$ cat config.mk
export PLATFORM = sky130hd
export DESIGN_NAME = pcs_tx_symbol_scheduler
export DESIGN_NICKNAME = d
export VERILOG_FILES = /design/src/rtl/pcs_tx_symbol_scheduler.sv
export SDC_FILE = /design/constraint.sdc
export NUM_CORES = 1
export LEC_CHECK = 0
export ABC_AREA = 1
export CORE_MARGIN = 2
export CORE_UTILIZATION = 44
export CTS_BUF_LIST = sky130_fd_sc_hd__clkbuf_8
export DETAILED_ROUTE_END_ITERATION = 8
export GPL_ROUTABILITY_DRIVEN = 0
export GPL_TIMING_DRIVEN = 0
export PLACE_DENSITY = 0.77
export SLEW_MARGIN = 20
export SYNTH_ARGS = -nofsm -noshare
export SYNTH_HDL_FRONTEND = slang
export SYNTH_SLANG_ARGS = --single-unit
export TNS_END_PERCENT = 100
$ cat constraint.sdc
create_clock -name PCLK -period 1.23 [get_ports PCLK]
set_input_delay 0.3075 -clock PCLK [delete_from_list [all_inputs] [get_ports PCLK]]
set_output_delay 0.3075 -clock PCLK [all_outputs]
set_load 0.03 [all_outputs]
$ cat src/rtl/pcs_tx_symbol_scheduler.sv
// Purpose: serialises MAC words LSB byte first into the 8b/10b encoder; with PCS_SKP_INSERT_EN defined, it also inserts SKP ordered sets.
// Latency: the byte0 register loads on the accepting edge; the remaining bytes follow on consecutive cycles; there is no bubble between words.
// Backpressure: Ready is asserted only at a word/ordered-set boundary with no SKP pending; a pending SKP holds the MAC word.
module pcs_tx_symbol_scheduler #(
    parameter int DATA_WIDTH   = 32,
    parameter int SKP_INTERVAL = 1180,
    parameter int SKP_COUNT    = 3
) (
    input  logic                  PCLK,
    input  logic                  Reset_n,
    input  logic [DATA_WIDTH-1:0] MAC_TX_Data,
    input  logic                  MAC_Data_Valid,
    output logic                  MAC_Data_Ready,
    output logic [7:0]            TxData,
    output logic                  TxDataK,
    output logic                  Encoder_en,
    output logic                  Skp_Busy
);
    localparam int BYTES = DATA_WIDTH / 8;
    localparam int BCW   = (BYTES > 1) ? $clog2(BYTES) : 1;
    localparam logic [BCW-1:0] LAST_BYTE = BCW'(BYTES - 1);

`ifdef PCS_SKP_INSERT_EN
    localparam int IVW = $clog2(SKP_INTERVAL);
    localparam logic [IVW-1:0] IVL_LAST = IVW'(SKP_INTERVAL - 1);
    localparam logic [2:0]     SKP_LAST = 3'(SKP_COUNT);
    localparam logic [7:0]     SYM_COM  = 8'hBC;
    localparam logic [7:0]     SYM_SKP  = 8'h1C;

    typedef enum logic [1:0] {IDLE, DATA, SKP} state_t;
`else
    typedef enum logic [0:0] {IDLE, DATA} state_t;
`endif

    state_t                state_q, state_d;
    logic [BCW-1:0]        byte_cnt_q, byte_cnt_d;
    logic [DATA_WIDTH-1:0] word_q, word_d;
    logic [7:0]            tx_dat_d;
    logic                  enc_en_d;
    logic                  boundary;
    logic                  skp_pending;

`ifdef PCS_SKP_INSERT_EN
    logic [2:0]            skp_cnt_q, skp_cnt_d;
    logic [IVW-1:0]        ivl_cnt_q;
    logic                  ivl_hit;
    logic                  clr_pending;
    logic                  tx_k_d;
    logic                  busy_d;

    assign ivl_hit = (ivl_cnt_q == IVL_LAST);
`else
    assign skp_pending = 1'b0;
    assign TxDataK     = 1'b0;
    assign Skp_Busy    = 1'b0;
`endif

    // Boundary: the point at which a new word or a SKP ordered set may start.
    always_comb begin
        boundary = 1'b0;
        case (state_q)
            IDLE:    boundary = 1'b1;
            DATA:    boundary = (byte_cnt_q == LAST_BYTE);
`ifdef PCS_SKP_INSERT_EN
            SKP:     boundary = (skp_cnt_q == SKP_LAST);
`endif
            default: boundary = 1'b0;
        endcase
    end

    assign MAC_Data_Ready = boundary & ~skp_pending;

    // Next state and next symbol; a pending SKP takes priority over a waiting word.
    always_comb begin
        state_d    = state_q;
        byte_cnt_d = byte_cnt_q;
        word_d     = word_q;
        tx_dat_d   = 8'h00;
        enc_en_d   = 1'b0;
`ifdef PCS_SKP_INSERT_EN
        skp_cnt_d   = skp_cnt_q;
        clr_pending = 1'b0;
        tx_k_d      = 1'b0;
        busy_d      = 1'b0;
`endif
        if (!boundary) begin
            case (state_q)
                DATA: begin
                    // The holding register shifts so the next byte is always in the low lane.
                    byte_cnt_d = byte_cnt_q + BCW'(1);
                    tx_dat_d   = word_q[7:0];
                    word_d     = word_q >> 8;
                    enc_en_d   = 1'b1;
                end
`ifdef PCS_SKP_INSERT_EN
                SKP: begin
                    skp_cnt_d = skp_cnt_q + 3'd1;
                    tx_dat_d  = SYM_SKP;
                    tx_k_d    = 1'b1;
                    enc_en_d  = 1'b1;
                    busy_d    = 1'b1;
                end
`endif
                default: ;
            endcase
`ifdef PCS_SKP_INSERT_EN
        end else if (skp_pending) begin
            state_d     = SKP;
            skp_cnt_d   = 3'd0;
            tx_dat_d    = SYM_COM;
            tx_k_d      = 1'b1;
            enc_en_d    = 1'b1;
            busy_d      = 1'b1;
            clr_pending = 1'b1;
`endif
        end else if (MAC_Data_Valid) begin
            state_d    = DATA;
            byte_cnt_d = '0;
            tx_dat_d   = MAC_TX_Data[7:0];
            word_d     = MAC_TX_Data >> 8;
            enc_en_d   = 1'b1;
        end else begin
            state_d    = IDLE;
            byte_cnt_d = '0;
        end
    end

    // State, holding register and registered encoder outputs; reset discards any partial word.
    always_ff @(posedge PCLK) begin
        if (!Reset_n) begin
            state_q    <= IDLE;
            byte_cnt_q <= '0;
            word_q     <= '0;
            TxData     <= 8'h00;
            Encoder_en <= 1'b0;
        end else begin
            state_q    <= state_d;
            byte_cnt_q <= byte_cnt_d;
            word_q     <= word_d;
            TxData     <= tx_dat_d;
            Encoder_en <= enc_en_d;
        end
    end

`ifdef PCS_SKP_INSERT_EN
    // SKP scheduling: a free-running interval counter raises a request that is cleared when COM goes out.
    always_ff @(posedge PCLK) begin
        if (!Reset_n) begin
            ivl_cnt_q   <= '0;
            skp_pending <= 1'b0;
            skp_cnt_q   <= 3'd0;
            TxDataK     <= 1'b0;
            Skp_Busy    <= 1'b0;
        end else begin
            ivl_cnt_q <= ivl_hit ? '0 : ivl_cnt_q + IVW'(1);
            if (ivl_hit) begin
                skp_pending <= 1'b1;
            end else if (clr_pending) begin
                skp_pending <= 1'b0;
            end
            skp_cnt_q <= skp_cnt_d;
            TxDataK   <= tx_k_d;
            Skp_Busy  <= busy_d;
        end
    end
`endif

endmodule

# Word-level counts from Yosys, hierarchy flattened
# Index checks and enable logic that the tools add are counted.
[op_classes]
n_addsub = 1
mul = 0
div_mod_pow = 0
magnitude_cmp = 0
eq_ne = 2
n_shift = 0
mux = 10
bitwise_logic = 2
reduce_logical = 3
[ops]
columns = ["op", "n"]
rows = [
  ["32-bit two-way mux", 3],
  ["8-bit two-way mux", 3],
  ["1-bit two-way mux", 3],
  ["2-bit by 1-bit adder with 2-bit output (second input constant)", 1],
  ["2-bit equality test (second input constant)", 1],
  ["2-bit != test (second input constant)", 1],
  ["1-bit inverter", 2],
  ["1-bit case mux with 2 select lines", 1],
  ["2-bit AND reduction", 1],
  ["2-bit nonzero test", 1],
  ["2-bit OR reduction", 1],
]
[word_totals]
ff_bits = 44
latchBits = 0
mem_bits_rw = 0
rom_bits = 0
input_bits = 35
output_inout_bits = 12
wordCells = 23
memories = 0

# Longest topological paths before layout
# Gate-level depths: netlist of run 1.
[logic_depth]
word_depth = 4
ltp_mapped = 7
ltp_nobuf = 6

# Worst setup path before layout of run 1
# Ideal clock, no wire load.
[synth_timing]
path_kind = "flip-flop to output port"
start = "register byte_cnt_q[0]"
end = "output port MAC_Data_Ready"
t_arrival_ns = 0.884
t_required_ns = 0.923
path_slack_ns = 0.039
stages_incl_launch_ff = 5
path_buffers = 1
cell_sequence = "dfxtp_1 -> ha_1 -> inv_2 -> nand2_8 -> buf_6"
[synth_via]
elab_chain_len = 2
[synth_lines]
columns = ["element", "line", "rtl"]
rows = [
  ["start, declared", "36", "logic [BCW-1:0] byte_cnt_q, byte_cnt_d;"],
  ["start signal, assigned", "138", "byte_cnt_q <= byte_cnt_d;"],
  ["2-bit equality test", "63", "DATA: boundary = (byte_cnt_q == LAST_BYTE);"],
  ["1-bit case mux with 2 select lines", "61", "case (state_q)"],
  ["end, declared", "13", "output logic MAC_Data_Ready,"],
]
# Every way passes these cells.

# Worst setup path in the final report of run 1
# Same ends and word-level chain as after synthesis.

==> impl_metrics.json, run 1 <==
{
  "outcome": "finished with violations",
  "violations": "negative setup slack",
  "finalHoldViolCount": 0,
  "wl_per_cell_um": 10.5,
  "required_ps": 920,
  "reg2reg_from": "byte_cnt_q[0]$_SDFFE_PP0P_",
  "swShare_pct": 24.0,
  "vias": 1506,
  "pwr-share-comb_pct": 18.2,
  "crit_chain": "ha_4 -> inv_4 -> nand2_8 -> buf_6 -> buf_6",
  "seq_power_share_pct": 43.8,
  "critPathMaxFanout": 2,
  "cp-end-kind": "primary output",
  "rsz0062_at_grt": "yes",
  "setup_viol": 14,
  "ios": 47,
  "synth.area.top_cells": "dfxtp_1, nand2_1, nand3_1, a21oi_2, inv_1",
  "h-tree-depth": 2,
  "worst-r2r-setup-slack_ps": -30,
  "wl_mm": 3.45,
  "dpl.hpwl_mm": 2.54,
  "layout_min_cycle_time_ps": 1440,
  "cp_common_cell": "buf_6",
  "grt_pass1_vias": 1355,
  "timing.fmax_ghz": 0.693,
  "crit_type": "flip-flop to primary output",
  "synth-async-reset-ratio_pct": 0,
  "worst_hold_path_type": "input pin to flip-flop",
  "clockBufferDepth": 2,
  "grt_use_total_pct": 17.8,
  "start_util_pct": 45.8,
  "slowest_delay_ps": 340,
  "p_switching_uw": 702,
  "ys_warn_count": 0,
  "synth_area_per_cell_um2": 7.38,
  "core_um2": 3660,
  "grt_first_pass_wirelength_mm": 5.79,
  "insertion_delay_ps": 290,
  "internal_power_mw": 2.22,
  "synth_top_area_cell": "dfxtp_1",
  "drc": 0,
  "synthFlopType": "dfxtp_1",
  "synth_top_area_share_pct": 43.0,
  "dr.pass1.iters": 4,
  "final_util_pct": 64.4,
  "finClkSkew_ps": 3.69,
  "fin_crit_sh_pct": 117,
  "cts_tree": "done",
  "antenna_found_initial": 0,
  "synth.yosys.seq_area_share_pct": 43.0,
  "die_area_um2": 4320,
  "vias_per_cell": 4.56,
  "drtIter0Drc": 61,
  "drtAntennaViolNets": 0,
  "p_total_mw": 2.92,
  "layout-drive-gt1-share_pct": 21.3,
  "synth_edf_count": 0,
  "numCtsBuffers": 5,
  "overflow": 0,
  "p_per_area_nw_per_um2": 1240,
  "area_growth_pct": 40.8,
  "ir_drop_v": 0.000756,
  "min-delay-start": "MAC_Data_Valid",
  "arrival_ps": 1140,
  "r2r_end": "word_q[5]$_SDFFE_PN0P_",
  "clkTransAtPathRegs_ps": 70,
  "crit_slowest_cell": "dfxtp_2",
  "die_w_um": 65.7,
  "rows": 22,
  "power_frac_clock_pct": 38.1,
  "die_h_um": 65.7,
  "synth-seq-cells": 36,
  "layout.nets": 317,
  "io_buffers": 43,
  "ff2ff_path_depth": 8,
  "leakage_nw": 0.989,
  "yosysMostFrequentCell": "nand2_1",
  "drv_slew": 0,
  "root_buffer": "clkbuf_8",
  "synth_common_cells": "nand2_1, dfxtp_1, nand3_1",
  "layout_setup_ws_ps": -214,
  "synth_area_um2": 1680,
  "grt_max_degree": 17,
  "min_to": "word_q[1]$_SDFFE_PN0P_",
  "cts.sinks": 36,
  "crit_path_start_kind": "flip-flop",
  "syn-instance-count": 227,
  "postLayoutCellArea_um2": 2360,
  "postPlaceCellArea_um2": 2170,
  "antenna_cells": 0,
  "hold_depth": 5,
  "ys_types": 19,
  "max_cap_viol_count": 0
}
==> worst max-delay path, delay by kind of cell, from the launching register on <==
family,cells,cell delay (ps)
flip-flops,1,340
adder cells (fa/ha/maj),1,160
AND/OR/NAND/NOR,1,40
buffers and inverters,3,310
==> cell families (layout without fill, tap and decap cells) <==
group           count (synthesis)  in the layout  synth area share, %
fa+ha+maj                       1              1                0.747
other cells                     1              2                0.224
buf+inv                        37             90                 12.2
simple gates                  118            119                 30.7
compound gates                 34             34                 13.1
flops                          36             36                 43.0
==> power groups by stage <==
stage          sequential (mW)  combinational (mW)  clock, mW
3_5_place_dp              1.30               0.519          0
4_1_cts                   1.28               0.530       1.13
5_1_grt                   1.28               0.586       1.19
2_1_floorplan             1.33               0.290          0
3_3_place_gp              1.30               0.514          0
6_report                  1.28               0.531       1.11
==> stage by stage <==
step	setup TNS [ps]	std cells	hold slack (ps)	setup WS (ps)
4_1_cts	-271	330	375	-224
6_report	-356	330	382	-214
3_3_place_gp	-5600	319	406	-579
3_5_place_dp	-5750	319	417	-585
5_1_grt	-1930	330	417	-249
2_1_floorplan	0	228	398	38.8
==> state kept, by name, indices dropped and copies added (netlist names) <==
name        count
word_q         24
byte_cnt_q      2
TxData          8
Encoder_en      1
state_q         1
==> routing by layer <==
| layer | routed length, µm | global-route usage [%] | part of all wire (%) | vias to the layer above |
|---|---|---|---|---|
| met2 | 1690 | 32.1 | 49 | 41 |
| met1 | 1520 | 19.9 | 44 | 639 |
| met4 | 69 | 7.03 | 2.0 | 0 |
| met5 | 0 | 0 | 0 | - |
| li1 | - | - | - | 818 |
| met3 | 172 | 4.45 | 5.0 | 8 |
==> final cells by class <==
type | instances | area [µm²]
plain buffers | 15 | 124
repair buffers | 46 | 465
clock buffers | 7 | 96.3
inverters | 21 | 82.6
multi-input cells | 156 | 777
clock inverters | 1 | 30.0
well taps | 48 | 60.1
fillers | 332 | 1300
flip-flops and latches | 36 | 723
==> cells in the final DEF (no fill, tap or decap) <==
| master | n |
|---|---|
| buf_2 | 6 |
| dfxtp_2 | 2 |
| inv_1 | 17 |
| clkdlybuf4s15_2 | 9 |
| buf_4 | 6 |
| nand2_4 | 1 |
| nand2_1 | 82 |
| clkinv_2 | 1 |
| a21oi_1 | 13 |
| nor2_4 | 2 |
| nand2_8 | 1 |
| o21ai_0 | 6 |
| bufinv_16 | 1 |
| clkbuf_8 | 7 |
| o21ai_1 | 2 |
| inv_2 | 2 |
| inv_4 | 1 |
| buf_6 | 6 |
| nand3_1 | 32 |
| buf_8 | 1 |
| conb_1 | 2 |
| ha_4 | 1 |
| nor2_1 | 1 |
| a21oi_2 | 13 |
| dfxtp_1 | 34 |
| clkdlybuf4s50_1 | 33 |
==> repair_timing <==
item | CTS | global route
pin swaps | 2 | 2
gates cloned | 1 | 0
hold buffers | 0 | 0
setup buffers | 3 | 0
setup endpoints to repair | 25 | 34
resized for setup | 39 | 3
==> worst max path at each step <==
stage | end | from | slack (ps) | depth (start not counted)
floorplan | MAC_Data_Ready | byte_cnt_q[0]$_SDFFE_PP0P_ | 40 | 4
finish | MAC_Data_Ready | byte_cnt_q[0]$_SDFFE_PP0P_ | -210 | 5
CTS | MAC_Data_Ready | byte_cnt_q[1]$_SDFFE_PP0P_ | -220 | 5
detailed placement | MAC_Data_Ready | byte_cnt_q[0]$_SDFFE_PP0P_ | -590 | 5
global route | MAC_Data_Ready | byte_cnt_q[0]$_SDFFE_PP0P_ | -250 | 5
global placement | MAC_Data_Ready | byte_cnt_q[0]$_SDFFE_PP0P_ | -580 | 5
No activity file was read; power rests on OpenSTA's default activity.
==> run 2, diff against run 1 <==
--- a/config.mk
+++ b/config.mk
@@ -9,6 +9,7 @@
 export CORE_MARGIN = 2
 export CORE_UTILIZATION = 44
 export CTS_BUF_LIST = sky130_fd_sc_hd__clkbuf_8
+export CTS_CLUSTER_SIZE = 16
 export DETAILED_ROUTE_END_ITERATION = 8
 export GPL_ROUTABILITY_DRIVEN = 0
 export GPL_TIMING_DRIVEN = 0
==> results of run 2 <==
Same layout as run 1: the final DEF is identical, and so are final timing and power.
==> run 3, diff against run 2 <==
--- a/config.mk
+++ b/config.mk
@@ -13,7 +13,7 @@
 export DETAILED_ROUTE_END_ITERATION = 8
 export GPL_ROUTABILITY_DRIVEN = 0
 export GPL_TIMING_DRIVEN = 0
-export PLACE_DENSITY = 0.77
+export PLACE_DENSITY = 0.85
 export SLEW_MARGIN = 20
 export SYNTH_ARGS = -nofsm -noshare
 export SYNTH_HDL_FRONTEND = slang
==> constraint.sdc (replaced) <==
create_clock -name PCLK -period 1.23 [get_ports PCLK]
set_input_delay 0.3075 -clock PCLK [delete_from_list [all_inputs] [get_ports PCLK]]
set_output_delay 0.3075 -clock PCLK [all_outputs]
set_load 0.05 [all_outputs]
==> run 3 against run 2 <==
Against the previous run:
- critical path type unchanged
- critical path depth unchanged
- global-route usage increased by 2.0 points
- largest cell class unchanged
- non-clock buffer count up 2
- register-to-register slack got worse by 20 ps
- via count is 3.7% higher
- clock skew up 1.7 ps
- setup slack worse by 27 ps
- utilization down 1.3 points
- the flow still finishes with violations (negative setup slack)
- sequential power is essentially flat
- clock-buffer cell count down 2
==> impl_metrics.json, run 3 (same netlist as run 1, synthesis figures left out) <==
{
  "outcome": "finished with violations",
  "violations": "negative setup slack",
  "vias": 1561,
  "insertion_delay_ps": 290,
  "wl_per_cell_um": 11.9,
  "arrival_ps": 1160,
  "antenna_cells": 0,
  "area_growth_pct": 38.0,
  "max_cap_viol_count": 0,
  "dr_wl_met2_mm": 1.91,
  "finalNonFillerCells": 332,
  "routed-wl-met3_um": 269,
  "clkTransAtPathRegs_ps": 70,
  "cp-end-kind": "primary output",
  "layout_min_cycle_time_ps": 1470,
  "crit_chain": "ha_4 -> inv_4 -> nand2_8 -> buf_8 -> buf_8",
  "die_w_um": 65.7,
  "multi_input_area_um2": 777,
  "dr.max_layer_used": "met4",
  "nFillCells": 345,
  "overflow": 0,
  "leakage_nw": 1.00,
  "drv_slew": 0,
  "p_per_area_nw_per_um2": 1240,
  "postLayoutCellArea_um2": 2310,
  "grt_first_pass_wirelength_mm": 6.36,
  "layout.nets": 319,
  "h-tree-depth": 2,
  "wl_met1_mm": 1.68,
  "crit_type": "flip-flop to primary output",
  "reg2reg_from": "byte_cnt_q[1]$_SDFFE_PP0P_",
  "crit_slowest_cell": "dfxtp_2",
  "p_total_mw": 2.87,
  "seqCellArea_um2": 723,
  "timing.fmax_ghz": 0.680,
  "mostFrequentLayoutCells": "nand2_1, dfxtp_1, clkdlybuf4s50_1",
  "largest_register_ffs": 24,
  "holdBufCountCts": 0,
  "worst_hold_path_type": "input pin to flip-flop",
  "ir_drop_v": 0.000929,
  "rsz0062_at_grt": "yes",
  "finalHoldViolCount": 0,
  "layout-drive-gt1-share_pct": 21.5,
  "startpoint": "byte_cnt_q[1]$_SDFFE_PP0P_",
  "grt_max_degree": 17,
  "antenna_found_initial": 0,
  "root_buffer": "clkbuf_8",
  "start_util_pct": 45.8,
  "hold-worst-slack_ps": 378,
  "regMostFlops": "word_q",
  "largestRegisters": "word_q x24, TxData x8, byte_cnt_q x2",
  "drtAntennaViolNets": 0,
  "setup_viol": 22,
  "dpl.hpwl_mm": 2.81,
  "vias_per_cell": 4.70,
  "cts_tree": "done",
  "grt_pass1_vias": 1514,
  "core_um2": 3660,
  "dp.cells": 319,
  "slowest_delay_ps": 340,
  "fin_crit_sh_pct": 120,
  "numCtsBuffers": 5,
  "die_h_um": 65.7,
  "postPlaceCellArea_um2": 2170,
  "layout_commonest_cell": "nand2_1",
  "io_buffers": 43,
  "rows": 22,
  "ios": 47,
  "dr.pass1.iters": 4,
  "critPathMaxFanout": 2,
  "required_ps": 920,
  "min-delay-start": "MAC_Data_Valid",
  "layout_setup_ws_ps": -241,
  "clockBufferDepth": 2,
  "cp_common_cell": "buf_8",
  "fin_tns_setup_ps": -649,
  "finClkSkew_ps": 5.40,
  "drc": 0,
  "die_area_um2": 4320,
  "drtIter0Drc": 62,
  "cts.sinks": 36,
  "grt_use_total_pct": 19.8,
  "crit_path_start_kind": "flip-flop",
  "wl_mm": 3.94
}
run 3: worst max-delay path: cells and delay by family, from the launching register on:
family	cells	cell delay, ps
DFF	1	340
adders and majority gates	1	160
buffers and inverters	3	330
and+or+nand+nor	1	50
run 3: what timing repair did:
action | CTS | global route
setup endpoints to repair | 27 | 34
cloned | 2 | 0
endpoints found under the hold margin | 0 | 0
pin swaps | 1 | 3
gates resized for setup | 61 | 2
setup buffers | 3 | 2
run 3: path summary, 6_finish.rpt:
kind | end | slack, ps | cells past startpoint
setup reg to reg | word_q[3]$_SDFFE_PN0P_ | -50 | 7
setup / recovery | MAC_Data_Ready | -240 | 5
hold reg to reg | byte_cnt_q[0]$_SDFFE_PP0P_ | 430 | 1
hold / removal | word_q[0]$_SDFFE_PN0P_ | 380 | 5
run 3: cell type report:
class                      count  share of cell area, %
multi-input combinational    156                   33.6
sequential                    36                   31.3
timing repair buffer          48                   18.7
buffer                        15                   5.47
inverter                      21                   3.57
clock buffer                   5                   2.98
tap                           48                   2.60
clock inverter                 3                   1.84
run 3: where the power goes:
part | total, mW | switching [mW] | internal (mW) | leakage [nW]
Sequential | 1.28 | 0.0332 | 1.24 | 0.298
Combinational | 0.572 | 0.317 | 0.254 | 0.650
Clock | 1.03 | 0.427 | 0.599 | 0.0541
run 3: stage by stage:
step           worst slack (ps)  utilization [%]
3_3_place_gp               -702             59.3
2_1_floorplan              24.2                -
4_1_cts                    -244             62.7
3_5_place_dp               -704             59.3
5_1_grt                    -269             63.2
6_report                   -241             63.2
run 3: metal layers:
layer,global-route usage [%],vias to the layer above
met5,0,-
met4,10.7,0
met3,4.79,9
met2,35.2,50
met1,21.4,675
li1,-,827
